==> src/rtl/pipeline_controller_pkg.sv <==
// Shared types for the five-stage pipeline stall/flush sequencer.
package pipeline_controller_pkg;

  typedef enum logic [1:0] {
    PIPE_RUN      = 2'd0,
    PIPE_MEM_WAIT = 2'd1,
    PIPE_FAULT    = 2'd2
  } rv32_pipe_state;

  // One valid bit per stage behind IF; IF itself is governed by the fetch input.
  typedef struct packed {
    logic id;
    logic ex;
    logic ma;
    logic wb;
  } stage_valid_t;

  // Normal advance: every stage moves one step, fetch result lands in ID.
  function automatic stage_valid_t shiftPipe(stage_valid_t v, logic fetchValid);
    stage_valid_t r;
    r.id = fetchValid;
    r.ex = v.id;
    r.ma = v.ex;
    r.wb = v.ma;
    return r;
  endfunction

  // Load-use bubble: ID holds, a bubble enters EX, the back end keeps moving.
  function automatic stage_valid_t bubbleEx(stage_valid_t v);
    stage_valid_t r;
    r.id = v.id;
    r.ex = 1'b0;
    r.ma = v.ex;
    r.wb = v.ma;
    return r;
  endfunction

  // Redirect: the branch in EX moves on to MA, the two younger slots are killed.
  function automatic stage_valid_t killFront(stage_valid_t v);
    stage_valid_t r;
    r.id = 1'b0;
    r.ex = 1'b0;
    r.ma = 1'b1;
    r.wb = v.ma;
    return r;
  endfunction

endpackage

==> src/rtl/pipeline_controller.sv <==
// Central stall/flush sequencer: tracks stage valids, freezes the pipe on
// load-use hazards and data-memory waits, kills wrong-path work on EX
// redirects and turns an overlong memory wait into a one-cycle fault.
module pipeline_controller
  import pipeline_controller_pkg::*;
#(
  parameter int unsigned MAX_MEM_WAIT = 255
) (
  input  logic i_clk,
  input  logic i_rst,
  input  logic i_imem_valid,
  input  logic i_hazard,
  input  logic i_redirect,
  input  logic i_ma_mem,
  input  logic i_dmem_ready,
  output logic o_stall_if,
  output logic o_stall_id,
  output logic o_stall_ex,
  output logic o_stall_ma,
  output logic o_pc_sel,
  output logic o_fault,
  output logic o_valid_id,
  output logic o_valid_ex,
  output logic o_valid_ma,
  output logic o_valid_wb
);

  localparam int CNT_W = $clog2(MAX_MEM_WAIT + 1);
  localparam logic [CNT_W-1:0] CNT_MAX = CNT_W'(MAX_MEM_WAIT);
  localparam logic [CNT_W-1:0] CNT_ONE = CNT_W'(1);

  rv32_pipe_state   state_q, state_d;
  stage_valid_t     valid_q, valid_d;
  logic [CNT_W-1:0] waitCnt_q, waitCnt_d;

  logic memWait;
  logic runStep;
  logic stallIf, stallId, stallEx, stallMa, pcSel, fault;

  // Next-state and Mealy control outputs; a pending memory access outranks
  // redirect, which outranks the load-use hazard.
  always_comb begin
    state_d   = state_q;
    valid_d   = valid_q;
    waitCnt_d = waitCnt_q;
    stallIf   = 1'b0;
    stallId   = 1'b0;
    stallEx   = 1'b0;
    stallMa   = 1'b0;
    pcSel     = 1'b0;
    fault     = 1'b0;
    runStep   = 1'b0;
    memWait   = valid_q.ma && i_ma_mem && !i_dmem_ready;

    case (state_q)
      PIPE_RUN: begin
        if (memWait) begin
          stallIf    = 1'b1;
          stallId    = 1'b1;
          stallEx    = 1'b1;
          stallMa    = 1'b1;
          valid_d.wb = 1'b0;
          waitCnt_d  = CNT_ONE;
          state_d    = PIPE_MEM_WAIT;
        end else begin
          runStep = 1'b1;
        end
      end
      PIPE_MEM_WAIT: begin
        if (i_dmem_ready) begin
          runStep   = 1'b1;
          waitCnt_d = '0;
          state_d   = PIPE_RUN;
        end else begin
          stallIf = 1'b1;
          stallId = 1'b1;
          stallEx = 1'b1;
          stallMa = 1'b1;
          if (waitCnt_q == CNT_MAX) begin
            state_d = PIPE_FAULT;
          end else begin
            waitCnt_d = waitCnt_q + CNT_ONE;
          end
        end
      end
      PIPE_FAULT: begin
        fault     = 1'b1;
        pcSel     = 1'b1;
        valid_d   = '0;
        waitCnt_d = '0;
        state_d   = PIPE_RUN;
      end
      default: begin
        valid_d   = '0;
        waitCnt_d = '0;
        state_d   = PIPE_RUN;
      end
    endcase

    // Ordinary pipeline motion, shared by PIPE_RUN and the resume cycle of a wait.
    if (runStep) begin
      if (i_redirect && valid_q.ex) begin
        pcSel   = 1'b1;
        valid_d = killFront(valid_q);
      end else if (i_hazard && valid_q.id) begin
        stallIf = 1'b1;
        stallId = 1'b1;
        valid_d = bubbleEx(valid_q);
      end else begin
        valid_d = shiftPipe(valid_q, i_imem_valid);
      end
    end
  end

  // Reset silences every combinational control output immediately.
  always_comb begin
    o_stall_if = stallIf && !i_rst;
    o_stall_id = stallId && !i_rst;
    o_stall_ex = stallEx && !i_rst;
    o_stall_ma = stallMa && !i_rst;
    o_pc_sel   = pcSel   && !i_rst;
    o_fault    = fault   && !i_rst;
  end

  // State, wait counter and stage valids, with synchronous reset taking priority.
  always_ff @(posedge i_clk) begin
    if (i_rst) begin
      state_q   <= PIPE_RUN;
      valid_q   <= '0;
      waitCnt_q <= '0;
    end else begin
      state_q   <= state_d;
      valid_q   <= valid_d;
      waitCnt_q <= waitCnt_d;
    end
  end

  assign o_valid_id = valid_q.id;
  assign o_valid_ex = valid_q.ex;
  assign o_valid_ma = valid_q.ma;
  assign o_valid_wb = valid_q.wb;

endmodule

==> config.mk <==
export PLATFORM = sky130hd
export DESIGN_NAME = pipeline_controller
export DESIGN_NICKNAME = d
export VERILOG_FILES = /design/src/rtl/pipeline_controller_pkg.sv /design/src/rtl/pipeline_controller.sv
export SDC_FILE = /design/constraint.sdc
export NUM_CORES = 1
export LEC_CHECK = 0
export CAP_MARGIN = 20
export CORE_MARGIN = 10
export CORE_UTILIZATION = 47
export CTS_BUF_LIST = sky130_fd_sc_hd__clkbuf_8
export DETAILED_ROUTE_END_ITERATION = 6
export PLACE_DENSITY = 0.85
export SYNTH_ARGS = -nofsm -noshare
export SYNTH_HDL_FRONTEND = slang
export SYNTH_SLANG_ARGS = --single-unit
==> constraint.sdc <==
create_clock -name i_clk -period 2 [get_ports i_clk]
set_input_delay 0.2 -clock i_clk [delete_from_list [all_inputs] [get_ports i_clk]]
set_output_delay 0.2 -clock i_clk [all_outputs]
set_load 0.05 [all_outputs]
# Yosys cells after proc, flatten, opt, wreduce, memory -nomap -nowiden
# Cells that the tools add are included.
[word_totals]
regBits = 14
elab_cells = 59
[op_classes]
n_addsub = 1
n_eq_ne = 10
n_mux = 26
n_reduce_logical = 16
[op_table]
columns = ["operator", "n"]
rows = [
  ["$mux 8", 3],
  ["$pmux 8 s2", 1],
  ["$mux 4", 3],
  ["$ne 3x3->1 const B", 4],
  ["$mux 1", 11],
  ["$add 8x1->8 const B", 1],
  ["$eq 8x8->1 const B", 1],
  ["$logic_and 1x1->1", 8],
  ["$reduce_and 2->1", 4],
  ["$mux 2", 3],
  ["$pmux 1 s2", 3],
  ["$ne 2x2->1 const B", 2],
  ["$pmux 2 s2", 1],
  ["$mux 3", 1],
  ["$eq 2x1->1 const B", 1],
  ["$eq 2x2->1 const B", 1],
  ["$logic_not 1->1", 2],
  ["$logic_not 2->1", 1],
  ["$ne 2x1->1 const B", 1],
  ["$reduce_or 2->1", 1],
]

# Longest topological paths before layout
[logic_depth]
depth_word = 8
depth_mapped = 5
ltp_nobuf = 5

# Worst setup path after synthesis
# OpenSTA, ideal clock, no wires.
[synth_path]
path_kind = "register to output"
startpoint = "reg valid_q (netlist bit o_valid_ma)"
endpoint = "out o_stall_if"
arrival_ns = 2.412
slack_ns = -0.612
path_stages_with_launch = 6
cell_sequence = "dfxtp_1 a21oi_1 or2_2 clkbuf_1 a21oi_1 buf_4"
[synth_between]
elab_chain_cells = 8
word_cells_on_any_way = 10
[synth_rtl]
columns = ["element", "line", "source"]
rows = [
  ["start: declaration", "pipeline_controller.sv:33", "stage_valid_t valid_q, valid_d;"],
  ["start signal: assignment", "pipeline_controller.sv:133", "valid_q <= valid_d;"],
  ["$logic_and 1x1->1 (*) (2 in a row)", "pipeline_controller.sv:53", "memWait = valid_q.ma && i_ma_mem && !i_dmem_ready;"],
  ["$mux 1", "--", ""],
  ["$pmux 1 s2", "--", ""],
  ["$mux 1 (2 in a row)", "--", ""],
  ["$mux 1 (*)", "--", ""],
  ["$logic_and 1x1->1 (*)", "--", ""],
  ["end: declaration", "pipeline_controller.sv:16", "output logic o_stall_if,"],
]
# Every way passes the cells marked *; elsewhere a longest branch is shown, timed or not.

# Worst setup path after layout
[layout_path]
startpoint = "in i_ma_mem"
endpoint = "out o_stall_if"
[layout_between]
elab_chain_cells = 8
word_cells_on_any_way = 10
[layout_rtl]
columns = ["element", "line", "source"]
rows = [
  ["start: declaration", "pipeline_controller.sv:14", "input logic i_ma_mem,"],
  ["$logic_and 1x1->1 (*) (2 in a row)", "pipeline_controller.sv:53", ""],
  ["$mux 1", "pipeline_controller.sv:57", "if (memWait) begin"],
  ["$pmux 1 s2", "pipeline_controller.sv:55", "case (state_q)"],
  ["$mux 1", "pipeline_controller.sv:105", "end else if (i_hazard && valid_q.id) begin"],
  ["$mux 1", "pipeline_controller.sv:102", "if (i_redirect && valid_q.ex) begin"],
  ["$mux 1 (*)", "pipeline_controller.sv:101", "if (runStep) begin"],
  ["$logic_and 1x1->1 (*)", "pipeline_controller.sv:117", "o_stall_if = stallIf && !i_rst;"],
]
# Marks and branches as above.

==> results_tabular.tex <==
\begin{tabular}{lr}
\hline
Metric & Value \\
\hline
\multicolumn{2}{l}{\textbf{Finish}} \\
Proportion of layout cells with a drive suffix above 1 & 17.9\% \\
Final-layout fill cell count & 127 \\
Layout area overhead & 36.0\% \\
Final core area utilization & 69.1\% \\
Diode insertion count for antenna repair & 0 \\
Number of nets at the end of the flow & 122 \\
Final non-filler cell total & 128 \\
\multicolumn{2}{l}{\textbf{CTS}} \\
Worst skew pair latency & 0.24 ns \\
Number of H-tree branching levels & 1 \\
Number of gates resized after cts & 0 \\
Hold Buf Count CTS & 0 \\
Setup bufs post-CTS & 0 \\
TritonCTS clock tree & yes \\
Number of clock sinks seen by CTS & 14 \\
Maximum root-to-sink buffer count & 2 \\
Root Buffer & sky130\_fd\_sc\_hd\_\_clkbuf\_8 \\
Number of CTS-inserted buffers & 3 \\
Clock-pin slew on the worst setup and hold paths & 0.06 ns \\
\multicolumn{2}{l}{\textbf{Placement}} \\
Number of instances in the placed design & 125 \\
DPL Wire Length & 1500 µm \\
Minimum setup slack after placement & 0.212 ns \\
Number of port buffers & 16 \\
Final estimated routing congestion in global placement & 0.936 \\
\multicolumn{2}{l}{\textbf{STA}} \\
RSZ-0062 raised after global routing & no \\
Upper clock frequency limit & 568 MHz \\
Setup ws final & 0.238 ns \\
Setup Skew & 0.00340 ns \\
Worst relative slew slack & 66.5\% \\
Final total negative setup slack & 0 ns \\
Hold violation count in the final report & 0 \\
Actual transition at the worst max-transition pin & 0.502 ns \\
Time the final worst path needs with I/O delays and setup & 1.76 ns \\
Final period utilization & 88.1\% \\
Final Max Tran Viols & 0 \\
Final setup violation count & 0 \\
\multicolumn{2}{l}{\textbf{Worst setup path}} \\
Max FO, Critical Path & 7 \\
Critical path type & input pin to primary output \\
Data required time of the critical path & 1.80 ns \\
Crit path from & i\_ma\_mem \\
Endpoint class of the critical path & primary output \\
Register-to-register setup slack & 0.27 ns \\
Reg-to-Reg Start & waitCnt\_q[0]\$\_SDFFE\_PP0P\_ \\
Critical path startpoint category & input pin \\
CP arrival & 1.56 ns \\
\multicolumn{2}{l}{\textbf{Die}} \\
I/O Pins & 17 \\
Die Y-Extent & 60.6 µm \\
Number of placement rows & 14 \\
Effective utilization at floorplan & 50.8\% \\
Horizontal die dimension & 60.6 µm \\
Die ar. & 3670 µm² \\
Core footprint & 1520 µm² \\
\multicolumn{2}{l}{\textbf{Power}} \\
Final Power & 0.000585 W \\
Largest voltage drop on the vdd net & 413 µV \\
Total power divided by cell area & 555 nW/µm² \\
Total leakage power & 0.381 nW \\
\multicolumn{2}{l}{\textbf{Global route}} \\
Met1 routing resource usage after global routing & 13.2\% \\
GRT Max-Usage Layer & met2 \\
Met3 Usage GRT & 6.89\% \\
Global-route wire length before repair & 3550 µm \\
GRT overflow & 0 \\
Met2 track demand over resource & 19.1\% \\
Pin count of the biggest net entering global routing & 11 \\
Aggregate global-route resource usage & 12.5\% \\
Vias in the first global route & 788 \\
Number of antenna violations at the first check in global routing & 0 \\
\multicolumn{2}{l}{\textbf{Synthesis}} \\
Avg Cell Area, Syn & 8.07 µm² \\
Synthesis-stage register bit count & 14 \\
Post-Synthesis Net Count & 104 \\
Synth unique cells & 34 \\
Area contributors post-synth & sky130\_fd\_sc\_hd\_\_dfxtp\_1 (36\%), sky130\_fd\_sc\_hd\_\_a21oi\_1 (6.5\%), sky130\_fd\_sc\_hd\_\_nand2\_1 (5.3\%) \\
Warning count from the yosys run & 0 \\
Top cell type by total area after synthesis & sky130\_fd\_sc\_hd\_\_dfxtp\_1 \\
Netlist area before placement & 774 µm² \\
Synth top area share & 36.2\% \\
Synthesized netlist cell count & 96 \\
Fraction of the yosys area taken by sequential cells & 36.2\% \\
\multicolumn{2}{l}{\textbf{Detailed routing}} \\
Via count & 818 \\
Antenna-violating nets left & 0 \\
Wire per inst & 17.1 µm \\
Post-detailed-routing wire length & 2190 µm \\
Detailed Routing Iterations Pass 1 & 4 \\
Drt initial violations & 21 \\
Number of design rule violations left after detail routing & 0 \\
Average vias per placed instance & 6.39 \\
\multicolumn{2}{l}{\textbf{Run}} \\
Max-capacitance violation count & 0 \\
\multicolumn{2}{l}{\textbf{Status}} \\
Outcome & finished, final reports clean \\
\multicolumn{2}{l}{\textbf{Worst hold path}} \\
Hold path start & o\_valid\_ma\$\_SDFFE\_PP0P\_ \\
Class of the tightest hold or removal check & flip-flop to flip-flop \\
\hline
\end{tabular}
==> cell type report <==
cell class,instances,area [µm²],area share (%)
timing repair buffer,17,215,20.4
inverter,2,7.51,0.713
multi-input combinational,76,488,46.3
sequential,14,282,26.7
tap,16,20.0,1.90
clock buffer,3,41.3,3.92
==> synth_stat cells (all sizes together) <==
| library cell | n |
|---|---|
| nand2 | 11 |
| clkbuf | 2 |
| nand3 | 7 |
| a22o | 1 |
| and4 | 1 |
| o31ai | 3 |
| a21oi | 10 |
| inv | 2 |
| nor4 | 1 |
| nor3 | 5 |
| buf | 2 |
| o21ai | 4 |
| nand3b | 1 |
| and2 | 1 |
| ha | 1 |
| nand4 | 2 |
| or4 | 2 |
| and3b | 1 |
| or2 | 1 |
| nand2b | 2 |
| a21o | 1 |
| nand4b | 1 |
| nor2 | 7 |
| a32oi | 1 |
| o211ai | 1 |
| and3 | 3 |
| dfxtp | 14 |
| a21boi | 2 |
| nor3b | 1 |
| a211oi | 1 |
| mux2i | 2 |
| a31oi | 2 |
==> flip-flops by register name (all words and copies together) (netlist names) <==
register,cells
o_valid_ex,1
o_valid_ma,1
state_q,2
o_valid_wb,1
o_valid_id,1
waitCnt_q,8
==> report_power, final <==
part,switching [W],internal [W],leakage [nW]
clock,0.0000954,0.000133,0.0216
sequential,0.00000351,0.000282,0.114
combinational,0.0000392,0.0000314,0.245
==> through the flow <==
stage                     area, µm²  hold slack (ns)
after floorplan                 800            0.352
final                          1050            0.497
after global placement         1010            0.472
after global routing           1050            0.528
after detailed placement       1010            0.486
after CTS                      1050            0.494
==> routing by layer <==
layer / share of wire [%] / wire [µm] / up-vias
met5: 0 / 0 / -
met4: 2.1 / 46 / 0
met3: 11 / 234 / 5
met2: 48 / 1050 / 36
met1: 39 / 853 / 387
li1: - / - / 390
==> cells by family after synthesis <==
family / after synthesis / synth area share (%)
flops: 14 / 36.2
buf+inv: 6 / 3.88
fa+ha+maj: 1 / 1.62
compound gates: 26 / 20.8
simple gates: 47 / 34.9
mux: 2 / 2.58
==> worst paths after layout <==
| path | end | depth (start not counted) |
|---|---|---|
| setup / recovery | o_stall_if | 5 |
| setup reg to reg | waitCnt_q[4]$_SDFFE_PP0P_ | 5 |
| hold reg to reg | o_valid_ma$_SDFFE_PP0P_ | 2 |
| hold / removal | o_valid_ma$_SDFFE_PP0P_ | 2 |
==> placed cells by master (no fill, tap or decap), types with 2 or more instances in the layout <==
cell type,instances
sky130_fd_sc_hd__o31ai_1,3
sky130_fd_sc_hd__clkdlybuf4s50_1,10
sky130_fd_sc_hd__a21boi_1,2
sky130_fd_sc_hd__nand4_1,2
sky130_fd_sc_hd__nand3_1,7
sky130_fd_sc_hd__or4_1,2
sky130_fd_sc_hd__nand2b_1,2
sky130_fd_sc_hd__nand2_1,11
sky130_fd_sc_hd__a21oi_1,9
sky130_fd_sc_hd__nor3_1,3
sky130_fd_sc_hd__buf_4,2
sky130_fd_sc_hd__dfxtp_1,13
sky130_fd_sc_hd__buf_12,5
sky130_fd_sc_hd__mux2i_1,2
sky130_fd_sc_hd__and3_1,2
sky130_fd_sc_hd__nor2_1,6
sky130_fd_sc_hd__clkbuf_8,3
sky130_fd_sc_hd__nor3_2,2
sky130_fd_sc_hd__inv_1,2
sky130_fd_sc_hd__a31oi_1,2
sky130_fd_sc_hd__o21ai_0,4
==> worst max-delay path, stage by stage <==
cell and delay, ns:
sky130_fd_sc_hd__clkdlybuf4s50_1 0.50, sky130_fd_sc_hd__a21oi_1 0.09, sky130_fd_sc_hd__or2_2 0.39, sky130_fd_sc_hd__a21oi_4 0.22, sky130_fd_sc_hd__buf_12 0.17
No activity file was read; power rests on OpenSTA's default activity.
